`src/rtl/fwft_fifo_pkg.sv`:
```
// Shared constants and helpers for the fwft small FIFO.
// Default geometry plus occupancy-counter width helper.
package fwft_fifo_pkg;

  localparam int DEFAULT_WIDTH          = 72;
  localparam int DEFAULT_MAX_DEPTH_BITS = 3;

  // Counter must hold 0..DEPTH inclusive
  function automatic int occ_width(input int max_depth_bits);
    return max_depth_bits + 1;
  endfunction

endpackage

```
`src/rtl/fwft_fifo_ram.sv`:
```
// DEPTH x WIDTH storage for the fwft FIFO.
// Synchronous write, asynchronous read for fall-through.
module fwft_fifo_ram
  import fwft_fifo_pkg::*;
#(
  parameter int WIDTH     = DEFAULT_WIDTH,
  parameter int ADDR_BITS = DEFAULT_MAX_DEPTH_BITS
) (
  input  logic                 clk,
  input  logic                 we,
  input  logic [ADDR_BITS-1:0] wr_addr,
  input  logic [WIDTH-1:0]     wr_data,
  input  logic [ADDR_BITS-1:0] rd_addr,
  output logic [WIDTH-1:0]     rd_data
);

  localparam int DEPTH = 1 << ADDR_BITS;

  logic [WIDTH-1:0] mem [DEPTH];

  // Store accepted write words
  always_ff @(posedge clk) begin
    if (we) begin
      mem[wr_addr] <= wr_data;
    end
  end

  assign rd_data = mem[rd_addr];

endmodule

```
`src/rtl/fwft_small_fifo.sv`:
```
// First-word-fall-through synchronous FIFO with occupancy flags.
// Optional sim checks: define FIFO_ERROR_CHECK_EN.
module fwft_small_fifo
  import fwft_fifo_pkg::*;
#(
  parameter int WIDTH               = DEFAULT_WIDTH,
  parameter int MAX_DEPTH_BITS      = DEFAULT_MAX_DEPTH_BITS,
  parameter int PROG_FULL_THRESHOLD = (2 ** MAX_DEPTH_BITS) - 1
) (
  input  logic             clk,
  input  logic             rst,
  input  logic [WIDTH-1:0] din,
  input  logic             wr_en,
  input  logic             rd_en,
  output logic [WIDTH-1:0] dout,
  output logic             full,
  output logic             nearly_full,
  output logic             prog_full,
  output logic             empty
);

  localparam int DEPTH = 1 << MAX_DEPTH_BITS;
  localparam int CW    = occ_width(MAX_DEPTH_BITS);

  localparam logic [CW-1:0] DEPTH_C = CW'(DEPTH);
  localparam logic [CW-1:0] NF_C    = CW'(DEPTH - 1);
  localparam logic [CW-1:0] PF_C    = CW'(PROG_FULL_THRESHOLD);

  logic [MAX_DEPTH_BITS-1:0] wr_ptr;
  logic [MAX_DEPTH_BITS-1:0] rd_ptr;
  logic [CW-1:0]             count;
  logic [WIDTH-1:0]          rd_data;
  logic                      wr_acc;
  logic                      rd_acc;

  assign full        = (count == DEPTH_C);
  assign nearly_full = (count >= NF_C);
  assign prog_full   = (count >= PF_C);
  assign empty       = (count == '0);

  // Full/empty are taken from pre-edge occupancy
  assign wr_acc = wr_en && !full;
  assign rd_acc = rd_en && !empty;

  assign dout = empty ? '0 : rd_data;

  fwft_fifo_ram #(
    .WIDTH    (WIDTH),
    .ADDR_BITS(MAX_DEPTH_BITS)
  ) u_ram (
    .clk    (clk),
    .we     (wr_acc && !rst),
    .wr_addr(wr_ptr),
    .wr_data(din),
    .rd_addr(rd_ptr),
    .rd_data(rd_data)
  );

  // Pointer and occupancy bookkeeping
  always_ff @(posedge clk) begin
    if (rst) begin
      wr_ptr <= '0;
      rd_ptr <= '0;
      count  <= '0;
    end else begin
      if (wr_acc) begin
        wr_ptr <= wr_ptr + 1'b1;
      end
      if (rd_acc) begin
        rd_ptr <= rd_ptr + 1'b1;
      end
      if (wr_acc && !rd_acc) begin
        count <= count + 1'b1;
      end else if (rd_acc && !wr_acc) begin
        count <= count - 1'b1;
      end
    end
  end

`ifdef FIFO_ERROR_CHECK_EN
  // Report overflow and underflow attempts
  always_ff @(posedge clk) begin
    if (!rst && wr_en && full) begin
      $display("ERROR %m: write while full (overflow) at %0t", $time);
    end
    if (!rst && rd_en && empty) begin
      $display("ERROR %m: read while empty (underflow) at %0t", $time);
    end
  end
`else
`endif

endmodule

```
`config.mk`:
```
export PLATFORM = sky130hd
export DESIGN_NAME = fwft_small_fifo
export DESIGN_NICKNAME = d
export VERILOG_FILES = /design/src/rtl/fwft_fifo_pkg.sv /design/src/rtl/fwft_fifo_ram.sv /design/src/rtl/fwft_small_fifo.sv
export SDC_FILE = /design/constraint.sdc
export NUM_CORES = 1
export LEC_CHECK = 0
export CAP_MARGIN = 20
export CORE_ASPECT_RATIO = 1.4
export CORE_UTILIZATION = 59
export CTS_BUF_LIST = sky130_fd_sc_hd__clkbuf_16
export DETAILED_ROUTE_END_ITERATION = 8
export PLACE_DENSITY = 0.78
export SLEW_MARGIN = 20
export SYNTH_ARGS = -nofsm -noshare
export SYNTH_HDL_FRONTEND = slang
export SYNTH_SLANG_ARGS = --single-unit
```
`constraint.sdc`:
```
create_clock -name clk -period 11.58 [get_ports clk]
set_input_delay 2.316 -clock clk [delete_from_list [all_inputs] [get_ports clk]]
set_output_delay 2.316 -clock clk [all_outputs]
set_load 0.03 [all_outputs]
```
# Word-level counts from Yosys, hierarchy flattened
# Memory sizes are Yosys's and may differ from the RTL's. A register that Yosys moved wholly into a read port is not among the register bits.
# Index checks and enable logic that the tools add are counted.
# totals
ff_bits	10
ram_bits	576
in_bits	76
output_inout_bits	76
wordCells	29
memories	1
# memory_table
memory	depth	word_bits	read_ports	rd_ports_with_merged_regs	wr	line	text
u_ram.mem	8	72	1	1	1	fwft_fifo_ram.sv:19	logic [WIDTH-1:0] mem [DEPTH];
# classes
addsub	4
magnitude_cmp	1
n_eq_ne	1
n_mux	7
n_reduce_logical	12
# op_table
operator	count
2-to-1 mux 72 bit	1
2-to-1 mux 4 bit	2
adder 3 x 1 -> 3 bit (second input constant)	2
2-to-1 mux 3 bit	2
logical AND 1 bit	5
zero test 1 bit	5
adder 4 x 1 -> 4 bit (second input constant)	1
equality test 4 bit (second input constant)	1
greater-or-equal comparator 4 x 3 -> 1 bit (second input constant)	1
zero test 4 bit	1
subtractor 4 x 1 -> 4 bit (second input constant)	1
2-to-1 mux 1 bit	2
nonzero test 2 bit	1

# Logic depth before layout (Yosys ltp)
# Gate-level depths: netlist of run 1.
# logic_depth
word_depth	7
mapped_depth	10
depth_no_buf	10

# Hierarchy
# A second synthesis of run 1 with hierarchy kept.
# unflattened
cells_unflattened	984
area_unflattened_um2	22963.3
# by_module_without_submodules
module	n_inst	cells_each	area_each_um2	seq_area_each_um2
fwft_fifo_ram	1	845	21927.3	17296.6
fwft_small_fifo	1	139	1036.0	200.2

# Worst setup path after synthesis of run 1
# Ideal clock, no wire load.
# synth_timing
path_kind	input to register
startpoint	input rst
endpoint	memory u_ram.mem[0][0] (netlist name) (enable)
setup_time_ps	705
arrival_ps	9849
required_ps	10875
setup_slack_ps	1026
stages	2
path_buffers	0
cell_sequence	nor2_1 > nor4b_1
# synth_between
elab_chain_len	4
# synth_rtl
item	line	text
start, declared	fwft_small_fifo.sv:11	input logic rst,
zero test 1 bit	fwft_small_fifo.sv:52	.we (wr_acc && !rst),
logical AND 1 bit	fwft_small_fifo.sv:52	
2-to-1 mux 1 bit	fwft_fifo_ram.sv:23	if (we) begin
2-to-1 mux 1 bit (implied by the code)	fwft_fifo_ram.sv:24	mem[wr_addr] <= wr_data;
end, declared	fwft_fifo_ram.sv:19	
# Every way passes these cells.

==> flow_summary.yaml, run 1 <==
timing:
  post-route-period-util: 0.5746
  max_freq_ghz: 0.1503
  hold_viol_final: 0
  setup_total_negative_slack_ps: 0
  setup-violations-final: 0
  worst_slew_slack_as_a_fraction_of_its_limit: 0.2838
  rsz0062_at_grt: "false"
  timing_max_transition_violations_final: 0
  fin_skew_ps: 18.32
  fin_crit_ps: 6654
  worst-slew-pin-transition_ps: 1072
die:
  die-height_um: 233.2
  io_pins: 152
  initial_utilization: 0.5985
  die_area_um2: 38960
  row_count: 84
  core_area_um2: 37630
  die-width_um: 167.1
synth:
  synth.avg_cell_area_um2: 22.79
  yosysSeqAreaShare: 0.7796
  ys_types: 32
  mappedNetlistArea_um2: 22520
  yosys_warnings: 0
  syn_inst: 988
  synth_nets: 1070
  ys_ff_latch: 589
global_routing:
  first_global_vias: 11020
  grt_first_pass_wirelength_um: 65460
  initial_antenna_violation_count: 9
  grt_max_degree: 79
  globalRouteTotalUtil: 0.2296
  grt_residual_overflow: 0
worst_setup_path:
  cp_max_fo: 42
  worstPathArrival_ps: 4340
  critical_path_required_ps: 9260
  path_type_of_the_worst_setup_path: "flip-flop to output pin"
  rrSetupSlack_ps: 7710
  setup.worst_path.end_class: "output pin"
  reg2reg_from: "count[0]"
  r2r_end: "count[3]"
  startpoint_type: "flip-flop"
  worst_r2r_path_depth: 10
detailed_routing:
  num_vias: 10370
  viasPerCell: 6.161
  drtIter0Drc: 881
  postRouteWirelength_um: 43640
  postRouteAntennaNets: 0
  drt_pre_antenna_iters: 5
  drc: 0
  detail_route.wl_per_cell_um: 25.93
pwr:
  pwr_density_cell_nw_per_um2: 224.6
  vdd_ir_drop_max_mv: 0.3128
  power.leakage_uw: 0.008072
hold_path:
  hold_class: "flip-flop to flip-flop"
  holdPathEnd: "rd_ptr[2]"
  min_path_cells: 2
  hold_path_startpoint: "rd_ptr[2]"
place:
  detailed_place_hpwl_um: 22620
  io_buffer_count: 151
  gpl.final_weighted_congestion: 0.7137
cells_and_area:
  area_delta_synth_final_pct: 16.52
  layout.core_utilization: 0.6974
  design.final.nets: 1244
  final_common_cell: "sky130_fd_sc_hd__edfxtp_1"
  final_cell_mix: "sky130_fd_sc_hd__edfxtp_1, sky130_fd_sc_hd__clkdlybuf4s50_1, sky130_fd_sc_hd__mux4_2"
  drive_above_1_share: 0.2110
clocking:
  clock_latency_ps: 580
  clkSinkCount: 589
  cts-root-buf: "sky130_fd_sc_hd__clkbuf_16"
  post-cts-setup-buffers: 0
  cts_htree_levels: 2
  clock_pin_slew_of_the_registers_on_the_worst_case_setup_and_hold_paths_ps: 60
  cts-resized-gates: 0
  cts_buffers: 52
  postCtsHoldBufs: 0
  cts_max_path_buffers: 3
  tritoncts: "built"
status:
  run_status: "finished clean"
flow_run:
  drv.max_cap_violation_count: 0
==> worst max-delay path by stage <==
stage,to,slack (ps),cells past startpoint
floorplan,u_ram.mem[0][0],1030,2
global placement,dout[3],5410,6
detailed placement,dout[62],5390,6
CTS,dout[62],4700,6
global route,dout[62],4520,6
finish,dout[62],4930,6
==> registers in the layout, summed over array words and instances (netlist names), named ones only <==
name,cells
u_ram.mem,576
rd_ptr,3
count,4
wr_ptr,3
==> cells in the mapped netlist (all sizes together) <==
library cell	instances	area (um2)
edfxtp	576	17300
mux4	144	3243
nor2	89	334.1
mux2i	74	740.7
buf	31	265.3
clkbuf	20	75.07
dfxtp	13	260.3
nand2	6	25.03
ha	5	62.56
xor2	4	35.03
a21oi	3	15.01
inv	3	11.26
nor3	3	15.01
nand3	2	10.01
nand3b	2	15.01
nor4	2	12.51
xnor2	2	17.52
a211oi	1	7.510
a31o	1	8.760
a31oi	1	6.260
fa	1	20.02
mux2	1	11.26
nand2b	1	6.260
nor2b	1	6.260
nor4b	1	8.760
or4b	1	10.01
==> cells by family after synthesis <==
logic type | count (synthesis) | share of synthesized area
flip-flops | 589 | 0.7796
XOR/XNOR | 6 | 0.002334
buffers and inverters | 54 | 0.01561
AO/OA/AOI/OAI | 6 | 0.001667
AND/OR/NAND/NOR | 108 | 0.01967
multiplexers | 219 | 0.1774
adder cells (fa/ha/maj) | 6 | 0.003667
==> worst max-delay path, stage by stage, from the launching register on <==
cell,delay [ps]
sky130_fd_sc_hd__dfxtp_4,650
sky130_fd_sc_hd__buf_4,700
sky130_fd_sc_hd__buf_4,790
sky130_fd_sc_hd__mux4_2,610
sky130_fd_sc_hd__mux2i_1,230
sky130_fd_sc_hd__nor2_1,100
sky130_fd_sc_hd__clkdlybuf4s50_1,650
==> through the flow <==
stage	std cells	hold WS (ps)	setup slack, ps	power (uW)	area, um2
final	1683	529.7	4926	5894	26240
after global routing	1682	571.1	4516	6105	26240
after CTS	1676	535.2	4699	5954	26190
after detailed placement	1580	518.1	5385	4259	24490
after global placement	1580	501.6	5410	4233	24490
after floorplan	988	484.7	1026	3735	22520
==> final cells by class <==
class,count,area [um2]
tap,473,591.8
inverter,3,11.26
sequential,589,17570
timing repair buffer,171,1685
clock buffer,54,1351
multi-input combinational,345,4667
antenna,6,15.01
clock inverter,42,350.3
fill,2273,11390
==> layer usage <==
layer | part of all wire | up-vias | track usage | wire [um]
li1 | - | 4461 | - | -
met4 | 0.023 | 6 | 0.08247 | 1015
met1 | 0.39 | 5462 | 0.3015 | 16960
met5 | 0.00076 | - | 0 | 33
met2 | 0.52 | 375 | 0.3889 | 22770
met3 | 0.066 | 65 | 0.04219 | 2861
==> report_power, final <==
part,total [uW],internal [uW],switching (uW)
Combinational,1690,775,910
Sequential,2500,2420,79.9
Clock,1700,977,728
Note: power is estimated with default switching activity, not from simulation.
==> run 2, diff against run 1 <==
==> constraint.sdc (replaced) <==
create_clock -name clk -period 6.15 [get_ports clk]
set_input_delay 1.23 -clock clk [delete_from_list [all_inputs] [get_ports clk]]
set_output_delay 1.23 -clock clk [all_outputs]
set_load 0.03 [all_outputs]
==> run 2 against run 1 <==
Net effect: critical path depth down 1; clock power up 75%; via count down 1.5%; die area unchanged; routed wire length down 3.2%; first-iteration DRC count down 7.0%; largest power group unchanged.
==> flow_summary.yaml, run 2 (synthesis results as in run 1) <==
status:
  run_status: "finished clean"
cells_and_area:
  stdcell_area_um2: 26180
  largest_registers: "u_ram.mem (576), count (4)"
  largest_reg_flops: 576
  final_cell_mix: "sky130_fd_sc_hd__edfxtp_1, sky130_fd_sc_hd__clkdlybuf4s50_1, sky130_fd_sc_hd__mux4_2"
  max_flop_register: "u_ram.mem"
  final_common_cell: "sky130_fd_sc_hd__edfxtp_1"
  area_delta_synth_final_pct: 16.27
  layoutNonFillerInstCount: 1676
  design.final.nets: 1244
  drive_above_1_share: 0.2067
worst_setup_path:
  critPathTopFamily: "buffers and inverters"
  rrSetupSlack_ps: 2950
  path_type_of_the_worst_setup_path: "flip-flop to output pin"
  setup.worst_path.end_class: "output pin"
  crit_cells: 5
  path_buf_inv: 2
  critical_path_required_ps: 4920
  worst_r2r_path_depth: 10
  cells_along_the_critical_path: "buf_12, mux4_2, mux2i_1, nor2_1, clkdlybuf4s50_1"
  maximum_cell_stage_delay_along_the_critical_path_ps: 700
  cp_max_fo: 73
  reg2reg_from: "count[0]"
  worst_setup_path_endpoint: "dout[31]"
  r2r_end: "count[3]"
  startpoint_type: "flip-flop"
  crit_path_top_delay_cell: "sky130_fd_sc_hd__dfxtp_4"
  worstPathArrival_ps: 3350
timing:
  fin_crit_ps: 4582
  worst-slew-pin-transition_ps: 937.3
  post-route-period-util: 0.7450
  timing_max_transition_violations_final: 0
  worst_slew_slack_as_a_fraction_of_its_limit: 0.3737
  rsz0062_at_grt: "false"
  fin_skew_ps: 14.02
  hold_viol_final: 0
  setup_total_negative_slack_ps: 0
  max_freq_ghz: 0.2182
  worst_hold_slack_ps: 532.6
  setup-violations-final: 0
clocking:
  cts-root-buf: "sky130_fd_sc_hd__clkbuf_16"
  cts-resized-gates: 0
  cts_max_path_buffers: 3
  clkSinkCount: 589
  clock_pin_slew_of_the_registers_on_the_worst_case_setup_and_hold_paths_ps: 60
  postCtsHoldBufs: 0
  tritoncts: "built"
  cts_buffers: 51
  cts_htree_levels: 2
  clock_latency_ps: 570
  post-cts-setup-buffers: 0
detailed_routing:
  num_vias: 10220
  drt_pre_antenna_iters: 5
  drc: 0
  viasPerCell: 6.096
  postRouteAntennaNets: 0
  postRouteWirelength_um: 42260
  detail_route.wl_per_cell_um: 25.21
  drtIter0Drc: 819
place:
  placed_instances: 1582
  detailed_place_hpwl_um: 22490
  gpl.final_weighted_congestion: 0.7058
  io_buffer_count: 151
  placedInstanceArea_um2: 24630
die:
  die-height_um: 233.2
  die-width_um: 167.1
  io_pins: 152
  row_count: 84
  core_area_um2: 37630
  initial_utilization: 0.5985
  die_area_um2: 38960
global_routing:
  grt_max_degree: 74
  globalRouteTotalUtil: 0.2261
  grt_residual_overflow: 0
  first_global_vias: 10810
  initial_antenna_violation_count: 4
  grt_first_pass_wirelength_um: 64430
pwr:
  vdd_ir_drop_max_mv: 0.4558
  power.leakage_uw: 0.008030
  pwr_density_cell_nw_per_um2: 415.1
flow_run:
  drv.max_cap_violation_count: 0
hold_path:
  hold_class: "flip-flop to flip-flop"
run 2: how the worst min path moves through the flow:
stage / startpoint / end / slack, ps / depth (start not counted)
after floorplan: rd_ptr[2] / flip-flop / 480 / 2
after global placement: rd_ptr[2] / flip-flop / 510 / 2
after detailed placement: rd_ptr[2] / flip-flop / 500 / 2
after CTS: rd_ptr[2] / rd_ptr[2] / 530 / 2
after global routing: rd_ptr[2] / rd_ptr[2] / 560 / 2
final: rd_ptr[2] / rd_ptr[2] / 530 / 2
run 2: cell type report:
class                      instances  area (um2)
clock inverter                    38       217.7
multi-input combinational        345        4703
timing repair buffer             172        1757
inverter                           3       11.26
fill                            2310       11440
clock buffer                      53        1326
sequential                       589       17570
antenna                            3       7.507
tap                              473       591.8
run 2: per-stage QoR:
step	util	power, uW	setup slack [ps]
after floorplan	-	7022	189.0
after global placement	0.6546	7999	2080
after detailed placement	0.6546	8033	2045
after CTS	0.6957	10990	1456
after global routing	0.6959	11300	1289
final	0.6959	10870	1568
run 2: metal layers:
metal  GRT usage  share of wire  vias up
met5           0        0.00026        -
met3     0.03744          0.048       62
li1            -              -     4447
met4     0.07957          0.025        2
met2      0.3821           0.51      337
met1      0.3016           0.41     5369
run 2: worst min-delay path: cells and delay by family, from the launching register on:
| family | cells | cell delay (ps) |
|---|---|---|
| flip-flops | 1 | 330 |
| XOR/XNOR | 1 | 60 |
| AND/OR/NAND/NOR | 1 | 100 |
run 2: where the power goes:
part	switching [uW]	internal (uW)	leakage, uW
clock network	1330	1640	0.000809
registers	144	4560	0.00531
logic	1710	1480	0.00191
==> run 3, diff against run 2 <==
==> constraint.sdc (replaced) <==
create_clock -name clk -period 4.3 [get_ports clk]
set_input_delay 0.86 -clock clk [delete_from_list [all_inputs] [get_ports clk]]
set_output_delay 0.86 -clock clk [all_outputs]
set_load 0.03 [all_outputs]
==> run 3 against run 2 <==
Net effect: utilization is 0.52 points higher; register-to-register slack worse by 1800 ps; cell count is 0.48% higher; clock skew decreased by 7.5 ps; highest routed layer unchanged; critical path depth unchanged; sequential share of layout area decreased by 0.50 points; setup slack got worse by 1300 ps; sequential cell count unchanged; clock power rose by 52%; via count up 1.3%; hold slack is essentially flat; clock-buffer cell count unchanged.
==> flow_summary.yaml, run 3 (synthesis results as in run 1) <==
status:
  run_status: "finished clean"
worst_setup_path:
  r2r_end: "count[3]"
  rrSetupSlack_ps: 1200
  worst_setup_path_endpoint: "dout[13]"
  setup.worst_path.end_class: "output pin"
  path_type_of_the_worst_setup_path: "flip-flop to output pin"
  cp_max_fo: 27
  startpoint_type: "flip-flop"
  worstPathArrival_ps: 3200
  critical_path_required_ps: 3440
  reg2reg_from: "count[0]"
  worst_r2r_path_depth: 10
cells_and_area:
  drive_above_1_share: 0.2146
  design.final.nets: 1251
  largest_reg_flops: 576
  final_cell_mix: "sky130_fd_sc_hd__edfxtp_1, sky130_fd_sc_hd__clkdlybuf4s50_1, sky130_fd_sc_hd__mux4_2"
  filler_cell_count: 2244
  max_flop_register: "u_ram.mem"
  area_delta_synth_final_pct: 17.14
  layout.core_utilization: 0.7011
  largest_registers: "u_ram.mem (576), count (4)"
  final_common_cell: "sky130_fd_sc_hd__edfxtp_1"
  layoutNonFillerInstCount: 1684
place:
  gpl.final_weighted_congestion: 0.7333
  placed_instances: 1589
  detailed_place_hpwl_um: 22970
  io_buffer_count: 151
die:
  core_area_um2: 37630
  die-height_um: 233.2
  row_count: 84
  die-width_um: 167.1
  io_pins: 152
  die_area_um2: 38960
  initial_utilization: 0.5985
clocking:
  postCtsHoldBufs: 0
  post-cts-setup-buffers: 0
  cts_htree_levels: 2
  cts_max_path_buffers: 3
  cts-root-buf: "sky130_fd_sc_hd__clkbuf_16"
  cts_buffers: 51
  clock_pin_slew_of_the_registers_on_the_worst_case_setup_and_hold_paths_ps: 60
  tritoncts: "built"
  clock_latency_ps: 570
  clkSinkCount: 589
  cts-resized-gates: 0
timing:
  worst_slew_slack_as_a_fraction_of_its_limit: 0.4821
  rsz0062_at_grt: "false"
  timing_max_transition_violations_final: 0
  max_freq_ghz: 0.2463
  post-route-period-util: 0.9441
  setup-violations-final: 0
  hold_viol_final: 0
  fin_skew_ps: 6.552
  fin_crit_ps: 4060
  worst-slew-pin-transition_ps: 776.9
detailed_routing:
  viasPerCell: 6.144
  drt_pre_antenna_iters: 5
  postRouteAntennaNets: 0
  postRouteWirelength_um: 43510
  num_vias: 10350
  drc: 0
  detail_route.wl_per_cell_um: 25.84
  drtIter0Drc: 926
pwr:
  pwr_density_cell_nw_per_um2: 603.4
  power.leakage_uw: 0.008106
  vdd_ir_drop_max_mv: 0.3555
  total_power_draw_uw: 15920
hold_path:
  hold_class: "flip-flop to flip-flop"
global_routing:
  initial_antenna_violation_count: 5
  grt_residual_overflow: 0
  grt_first_pass_wirelength_um: 64580
  grt_max_degree: 73
  globalRouteTotalUtil: 0.2287
  first_global_vias: 10830
flow_run:
  drv.max_cap_violation_count: 0
-- run 3: changes by cell type in the layout (fill, tap and decap cells not counted) --
cell | before | now
sky130_fd_sc_hd__bufinv_16 | 2 | 6
sky130_fd_sc_hd__clkinvlp_4 | 0 | 1
sky130_fd_sc_hd__diode_2 | 3 | 4
sky130_fd_sc_hd__buf_4 | 14 | 18
sky130_fd_sc_hd__inv_6 | 2 | 1
sky130_fd_sc_hd__buf_12 | 7 | 10
sky130_fd_sc_hd__clkinv_1 | 13 | 14
sky130_fd_sc_hd__inv_1 | 13 | 8
-- run 3: report_power, final --
group	total (uW)	switching, uW	internal [uW]
combinational	4710	2520	2190
sequential	6710	182	6530
clock	4500	1920	2580
total	15900	4620	11300
-- run 3: layout make-up --
cell class              count  area [um2]  share of cell area
repair buffers            179        1847             0.07001
diodes                      4       10.01           0.0003795
flip-flops and latches    589       17570              0.6660
clock buffers              53        1326             0.05028
clock inverters            38       321.6             0.01219
well taps                 473       591.8             0.02244
multi-input cells         345        4703              0.1783
inverters                   3       11.26           0.0004269
-- run 3: worst min-delay path by stage --
stage | from | depth (start not counted) | endpoint
after CTS | rd_ptr[2] | 2 | rd_ptr[2]
final | rd_ptr[2] | 2 | rd_ptr[2]
after global routing | rd_ptr[1] | 2 | flip-flop
after global placement | rd_ptr[2] | 2 | flip-flop
after floorplan | rd_ptr[2] | 2 | flip-flop
after detailed placement | rd_ptr[2] | 2 | flip-flop
-- run 3: through the flow --
| stage | area, um2 | setup TNS, ps | hold WS (ps) | setup WS, ps |
|---|---|---|---|---|
| 3_5_place_dp | 24720 | 0 | 518.3 | 822.6 |
| 6_report | 26380 | 0 | 532.7 | 240.2 |
| 5_1_grt | 26380 | 0 | 578.2 | 104.0 |
| 2_1_floorplan | 22560 | -87650 | 484.7 | -1160 |
| 4_1_cts | 26370 | 0 | 535.2 | 162.2 |
| 3_3_place_gp | 24720 | 0 | 504.1 | 836.7 |
-- run 3: metal layers --
layer  vias up  routed length, um  GRT usage
met5         -                 26          0
met4         4               1095    0.08275
met1      5461              17230     0.2937
met3        68               2277    0.03575
met2       355              22880     0.3991
li1       4459                  -          -
-- run 3: critical path: stages (launching register included) --
cell and delay [ps]:
sky130_fd_sc_hd__dfxtp_4 740, sky130_fd_sc_hd__buf_4 400, sky130_fd_sc_hd__mux4_2 560, sky130_fd_sc_hd__mux2i_1 260, sky130_fd_sc_hd__nor2_1 70, sky130_fd_sc_hd__clkdlybuf4s50_1 600
